**src/rtl/aes_out_capture.sv**
```systemverilog
// Captures AES cipher output samples into a small FIFO, streams them as four
// 32-bit beats (MSW first) and keeps a MISR signature plus capture/drop stats.
module aes_out_capture #(
  parameter int unsigned DEPTH = 4,
  parameter int unsigned CNT_W = 16
) (
  input  logic             clk,
  input  logic             rst,
  input  logic [127:0]     out,
  input  logic             __obs,
  output logic [31:0]      m_data,
  output logic             m_valid,
  input  logic             m_ready,
  output logic [127:0]     signature,
  output logic [CNT_W-1:0] capture_count,
  output logic [7:0]       drop_count,
  output logic             overflow
);

  localparam int unsigned AW = (DEPTH > 1) ? $clog2(DEPTH) : 1;
  localparam int unsigned CW = AW + 1;

  logic [127:0]  mem [DEPTH];
  logic [AW-1:0] wr_ptr;
  logic [AW-1:0] rd_ptr;
  logic [CW-1:0] count;
  logic [1:0]    word_idx;

  logic          beat;
  logic          last;
  logic          full;
  logic          push;
  logic          drop;
  logic [127:0]  misr_next;
  logic [127:0]  head;

  assign m_valid = (count != '0);
  assign beat    = m_valid && m_ready;
  assign last    = beat && (word_idx == 2'd3);
  assign full    = (count == CW'(DEPTH));
  // A full FIFO still accepts a sample when the head's final beat leaves on the same edge.
  assign push    = __obs && (!full || last);
  assign drop    = __obs && !push;

  assign misr_next = ({signature[126:0], 1'b0} ^ (signature[127] ? 128'h87 : 128'h0)) ^ out;

  always_comb begin
    head   = mem[rd_ptr];
    m_data = '0;
    if (m_valid) begin
      case (word_idx)
        2'd0:    m_data = head[127:96];
        2'd1:    m_data = head[95:64];
        2'd2:    m_data = head[63:32];
        default: m_data = head[31:0];
      endcase
    end
  end

  always_ff @(posedge clk) begin
    if (push && !rst) mem[wr_ptr] <= out;
  end

  always_ff @(posedge clk) begin
    if (rst) begin
      wr_ptr        <= '0;
      rd_ptr        <= '0;
      count         <= '0;
      word_idx      <= '0;
      signature     <= '0;
      capture_count <= '0;
      drop_count    <= '0;
      overflow      <= 1'b0;
    end else begin
      if (beat) word_idx <= word_idx + 2'd1;
      if (last) rd_ptr <= rd_ptr + AW'(1);
      if (push) begin
        wr_ptr <= wr_ptr + AW'(1);
        if (capture_count != '1) capture_count <= capture_count + CNT_W'(1);
      end
      if (drop) begin
        overflow <= 1'b1;
        if (drop_count != '1) drop_count <= drop_count + 8'd1;
      end
      count <= count + CW'(push) - CW'(last);
      if (__obs) signature <= misr_next;
    end
  end

endmodule

```
**config.mk**
```make
export PLATFORM = sky130hd
export DESIGN_NAME = aes_out_capture
export DESIGN_NICKNAME = d
export VERILOG_FILES = /design/src/rtl/aes_out_capture.sv
export SDC_FILE = /design/constraint.sdc
export NUM_CORES = 1
export LEC_CHECK = 0
export CAP_MARGIN = 10
export CORE_AREA = 2 2 222 224
export DETAILED_ROUTE_END_ITERATION = 8
export DIE_AREA = 0 0 224 226
export DONT_BUFFER_PORTS = 1
export PLACE_DENSITY = 0.73
export SLEW_MARGIN = 20
export SYNTH_ARGS = -nofsm -noshare
export SYNTH_HDL_FRONTEND = slang
export SYNTH_SLANG_ARGS = --single-unit
```
**constraint.sdc**
```tcl
create_clock -name clk -period 4.47 [get_ports clk]
set_input_delay 0.447 -clock clk [delete_from_list [all_inputs] [get_ports clk]]
set_output_delay 0.447 -clock clk [all_outputs]
set_load 0.05 [all_outputs]
```
==> results.yml, run 1 <==
global_route:
  busiest_layer: "met2"
  grt_pass1_wl_mm: 91.71
  grtUsageTotal: 0.2447
  grtUsageMet1: 0.3258
  grtUsageMet3: 0.07026
  use_met2: 0.3938
  antenna_found_initial: 0
  grt_pass1_vias: 15000
  grt_max_degree: 163
  gr-total-overflow: 0
timing:
  skew_ns: 0.02036
  max_freq_mhz: 274.4
  hold_violations: 0
  fin_crit_sh: 0.8154
  layout_setup_ws_ns: 0.8251
  relSlewSlack: 0.2277
  worst_slew_pin_slew_ns: 1.162
  setup_violations: 0
  rsz0062_at_grt: "no"
  period_minus_slack_ns: 3.645
  slew_violations: 0
  fin_setup_tns_ns: 0
clock_tree:
  insertion_delay_ns: 0.61
  post_cts_buffers: 0
  cts_buffers: 69
  postCtsResizedCells: 0
  htree_levels: 3
  path_clk_slew_ns: 0.06
  clockRootBuffer: "clkbuf_16"
  clk_path_buf_depth: 3
  cts_tree: "yes"
  cts.sinks: 676
drt:
  vias_per_cell: 6.190
  vias: 14690
  wl_per_cell_um: 25.92
  drc: 0
  ant_nets: 0
  first_iter_violations: 1475
  totalWireLength_mm: 61.51
  drt_pass1_iterations: 7
worst_setup_path:
  crit_path_end_kind: "primary output"
  cp.required_ns: 4.02
  path_max_fanout: 26
  critPathKind: "flip-flop to primary output"
  start_kind: "flip-flop"
  crit_arrival_ns: 3.20
power_and_ir_drop:
  p_leak_nw: 9.763
  p_sw_frac: 0.2815
  switchingPower_w: 0.004425
  p_comb_frac: 0.137
  power_frac_seq: 0.493
  clkPwrFrac: 0.370
  power_density_mw_per_mm2: 510.6
  ir_drop_v: 0.0004085
  p_int_w: 0.01129
floorplan:
  chipHeight_um: 226
  die_area_sq_mm: 0.05062
  dieWidth_um: 224
  io_pins: 318
  start_util: 0.5438
  core-area_sq_mm: 0.04834
  rows: 81
place:
  numPortBuffers: 0
  dpl_worst_slack_ns: 1.432
  dp_hpwl_mm: 34.27
  place_congestion: 0.7320
synth:
  syn_area_per_cell_sq_um: 17.05
  async_flop_share: 0
  syn_inst: 1542
  yosysSeqAreaShare: 0.7097
  syn-cell-area_sq_mm: 0.02629
  synth_edf_count: 512
  ys_types: 50
  ys.warnings.count: 0
  synth_ff_type: "edfxtp_1"
  syn_nets: 1688
  ys_ff_latch: 676
cells_and_area:
  fill_cells: 3302
  regArea_sq_mm: 0.01867
  area_growth_pct: 17.09
  post-route-util: 0.6367
  diodes: 0
  drive_gt1_frac: 0.1685
  fin_nets: 1841
  multiInputGateArea_sq_mm: 0.007187
status:
  outcome: "completed"
min_path:
  min_path_type: "primary input to flip-flop"
job:
  drv_cap: 0
==> cells by family after synthesis <==
group,after synthesis,synth area share
AO/OA/AOI/OAI,241,0.06587
XOR/XNOR,153,0.05097
AND/OR/NAND/NOR,216,0.03660
multiplexers,134,0.1120
buffers and inverters,108,0.01789
flip-flops,676,0.7097
adder cells (fa/ha/maj),14,0.006949
==> layer usage <==
layer	share of wire	up-vias	wire length, um
li1	-	6381	-
met1	0.40	7552	24810
met2	0.48	651	29650
met3	0.088	104	5400
met4	0.027	0	1645
met5	0	-	0
==> power by group through the flow <==
stage | Sequential (W) | Clock (W) | Combinational, W
after floorplan | 0.00782 | 0 | 0.00143
after global placement | 0.00787 | 0 | 0.00190
after detailed placement | 0.00789 | 0 | 0.00192
after CTS | 0.00775 | 0.00592 | 0.00215
after global routing | 0.00779 | 0.00615 | 0.00229
final | 0.00775 | 0.00581 | 0.00215
==> worst max-delay path, cell delays in order (launching register included) <==
cell and delay (ns):
dfxtp_1 0.34, inv_1 0.14, ha_2 0.84, a222oi_1 0.27
a21oi_1 0.97
==> flip-flops by register name, indices dropped and copies added, names as in the netlist, named ones only <==
| name | flops |
|---|---|
| mem | 512 |
| signature | 128 |
| capture_count | 16 |
| drop_count | 8 |
| count | 3 |
| rd_ptr | 2 |
| word_idx | 2 |
| wr_ptr | 2 |
| overflow | 1 |
==> cell usage after synthesis (2+ instances only) <==
library cell / instances / area share
edfxtp_1: 512 / 0.58
dfxtp_1: 164 / 0.12
nor2_1: 161 / 0.023
xnor2_1: 148 / 0.049
mux4_2: 128 / 0.11
a211oi_1: 126 / 0.036
clkbuf_1: 62 / 0.0089
a21oi_1: 38 / 0.0072
o21ai_0: 33 / 0.0063
a222oi_1: 32 / 0.012
buf_2: 13 / 0.0025
ha_1: 13 / 0.0062
nand3_1: 13 / 0.0025
inv_1: 12 / 0.0017
buf_1: 11 / 0.0016
nand2_1: 8 / 0.0011
and2_1: 5 / 0.0012
and3_1: 5 / 0.0012
buf_4: 5 / 0.0014
mux2i_1: 5 / 0.0019
xor2_1: 5 / 0.0017
buf_6: 4 / 0.0017
nor3_1: 4 / 0.00076
nor4_1: 3 / 0.00071
a211oi_2: 2 / 0.00095
a21o_1: 2 / 0.00057
nand4_1: 2 / 0.00048
nor2b_1: 2 / 0.00048
nor4_4: 2 / 0.0016
or2_1: 2 / 0.00048
==> stage by stage <==
stage               instance area [sq um]  hold WS, ns  total power (W)  cells
floorplan                           26290       0.4845         0.009248   1542
global placement                    27070       0.4910         0.009763   2110
detailed placement                  27070       0.5207         0.009811   2110
CTS                                 30770     0.002468          0.01582   2373
global route                        30780      0.01274          0.01622   2373
finish                              30780      0.03808          0.01572   2373
==> cell usage in the layout, fill, tap and decap left out, types with 14 or more instances in the layout <==
cell type / n
a211oi_1: 126
xnor2_1: 148
dlygate4sd3_1: 133
edfxtp_1: 512
nor2_1: 161
mux4_2: 128
dfxtp_1: 162
a21oi_1: 36
a222oi_1: 32
clkbuf_1: 14
clkbuf_16: 72
buf_4: 34
o21ai_0: 33
==> final cells by class <==
cell class | instances | area share
clock buffers | 90 | 0.06175
clock inverters | 37 | 0.01272
inverters | 13 | 0.001585
multi-input cells | 758 | 0.2335
flip-flops and latches | 676 | 0.6064
well taps | 622 | 0.02528
repair buffers | 177 | 0.05878
==> worst paths after layout <==
kind	start	depth (start not counted)	end	slack (ns)
max	word_idx[0]	4	m_data[7]	0.83
min reg2reg	word_idx[1]	2	word_idx[1]	0.54
min	out[122]	2	signature[122]	0.04
max reg2reg	word_idx[0]	11	count[2]	1.47
==> repair_timing <==
item,in CTS,in global routing
setup endpoints to repair,0,0
hold endpoints to repair,675,0
hold buffers,136,0
Power figures use the tool's default switching activity.
==> run 2, diff against run 1 <==
==> constraint.sdc (replaced) <==
create_clock -name clk -period 3 [get_ports clk]
set_input_delay 0.3 -clock clk [delete_from_list [all_inputs] [get_ports clk]]
set_output_delay 0.3 -clock clk [all_outputs]
set_load 0.05 [all_outputs]
==> run 2 against run 1 <==
The flow now finishes with violations (negative setup slack). Combinational power rose by 71%. Final cell count rose by 5.4%. Largest power group unchanged. First-iteration DRC count fell by 17%. Register-to-register slack got worse by 1.4 ns. Wire length rose by 2.7%. Utilization rose by 2.9 points.
==> results.yml, run 2 (synthesis results as in run 1) <==
status:
  outcome: "finished with violations"
  violations: "negative setup slack"
global_route:
  grt_max_degree: 159
  grtUsageTotal: 0.2508
  gr-total-overflow: 0
  grt_pass1_wl_mm: 94.70
  antenna_found_initial: 7
  grt_pass1_vias: 15560
power_and_ir_drop:
  clkPwrFrac: 0.361
  power_frac_seq: 0.484
  p_int_w: 0.01707
  p_sw_frac: 0.2827
  power_density_mw_per_mm2: 739.6
  p_leak_nw: 10.51
  ir_drop_v: 0.0005197
  switchingPower_w: 0.006726
  p_comb_frac: 0.155
floorplan:
  chipHeight_um: 226
  core-area_sq_mm: 0.04834
  die_area_sq_mm: 0.05062
  dieWidth_um: 224
  start_util: 0.5438
  io_pins: 318
  rows: 81
timing:
  max_freq_mhz: 331.1
  rsz0062_at_grt: "yes"
  relSlewSlack: 0.4081
  layout_setup_ws_ns: -0.02014
  period_minus_slack_ns: 3.020
  setup_violations: 1
  skew_ns: 0.02211
  hold_violations: 0
  fin_crit_sh: 1.007
  slew_violations: 0
  worst_hold_slack_ns: 0.08635
  worst_slew_pin_slew_ns: 0.8867
clock_tree:
  cts.sinks: 676
  clockRootBuffer: "clkbuf_16"
  cts_tree: "yes"
  path_clk_slew_ns: 0.06
  htree_levels: 3
  cts_buffers: 69
  clk_path_buf_depth: 3
  insertion_delay_ns: 0.60
min_path:
  hold_end: "signature[86]"
  min_path_type: "primary input to flip-flop"
  holdPathStages: 2
  hold_start: "out[86]"
drt:
  totalWireLength_mm: 63.17
  drt_pass1_iterations: 5
  ant_nets: 0
  vias: 14980
  vias_per_cell: 5.985
  drc: 0
  wl_per_cell_um: 25.25
  first_iter_violations: 1231
worst_setup_path:
  timing.rr.end: "count[1]"
  r2r_slack_ns: 0.10
  r2r_start: "count[1]"
  r2r_cells: 9
  crit_arrival_ns: 2.72
  path_max_fanout: 5
  crit_path_end_kind: "primary output"
  critPathKind: "flip-flop to primary output"
  cp.required_ns: 2.70
  start_kind: "flip-flop"
cells_and_area:
  drive_gt1_frac: 0.1968
  fin_nets: 1965
  final_common_cell: "edfxtp_1"
  area_growth_pct: 22.37
  final_cell_mix: "edfxtp_1 (512), dlygate4sd3_1 (186), dfxtp_1 (162)"
  fill_cells: 3174
  largest_reg_flops: 512
  fin_cells: 2502
  reg.largest.list: "mem (512), signature (128), capture_count (16)"
  largest_register: "mem"
place:
  dpl_worst_slack_ns: 0.3448
  numPortBuffers: 0
  placed_cells_incl_taps: 2163
  dp_hpwl_mm: 36.36
  place_congestion: 0.7670
job:
  drv_cap: 0
-- run 2: how the worst max path moves through the flow --
stage | endpoint | start | slack, ns | cells past startpoint
final | m_data[14] | flip-flop | -0.02 | 6
after global routing | m_data[14] | flip-flop | -0.07 | 6
after CTS | m_data[31] | flip-flop | -0.0009 | 6
after detailed placement | m_data[23] | flip-flop | 0.34 | 6
after global placement | m_data[23] | flip-flop | 0.39 | 6
after floorplan | mem[0][0] | word_idx[1] | -0.21 | 6
-- run 2: power by group through the flow --
stage | combinational [W] | sequential [W] | clock [W]
floorplan | 0.00213 | 0.0117 | 0
global placement | 0.00314 | 0.0117 | 0
detailed placement | 0.00316 | 0.0117 | 0
CTS | 0.00363 | 0.0115 | 0.00874
global route | 0.00392 | 0.0116 | 0.00911
finish | 0.00368 | 0.0115 | 0.00860
-- run 2: area by class of cell --
class,count,area (sq um),area share
antenna,5,12.51,0.0003889
clock buffer,90,1921,0.05970
clock inverter,37,351.6,0.01093
timing repair buffer,301,3184,0.09898
sequential,676,18670,0.5802
multi-input combinational,758,7209,0.2241
inverter,13,48.80,0.001517
tap,622,778.2,0.02419
-- run 2: stage by stage --
| stage | cell area [sq um] | setup TNS [ns] | util | power, W |
|---|---|---|---|---|
| 2_1_floorplan | 26290 | -108.40 | - | 0.01378 |
| 3_3_place_gp | 27590 | 0 | 0.5707 | 0.01482 |
| 3_5_place_dp | 27590 | 0 | 0.5707 | 0.01488 |
| 4_1_cts | 31880 | -0.0009284 | 0.6595 | 0.02388 |
| 5_1_grt | 32170 | -0.2524 | 0.6654 | 0.02459 |
| 6_report | 32170 | -0.02014 | 0.6655 | 0.02379 |
-- run 2: worst max-delay path, stage by stage (launching register included) --
cell	delay [ns]
dfxtp_4	0.38
buf_6	0.14
buf_12	0.14
mux4_2	0.51
a222oi_1	0.54
a21oi_1	0.17
buf_4	0.23
-- run 2: repair_timing --
action,in CTS,in global routing
resized for setup,6,23
gates cloned,0,3
pin swaps,4,21
setup buffers,5,12
hold buffers,188,0
setup endpoints to repair,32,24
endpoints found under the hold margin,676,0
-- run 2: metal layers --
metal / share of wire / vias up / GRT usage
met5: 0.00065 / - / 0
met4: 0.025 / 6 / 0.08796
met3: 0.086 / 96 / 0.06935
met2: 0.49 / 598 / 0.4096
met1: 0.40 / 7636 / 0.3257
li1: - / 6639 / -
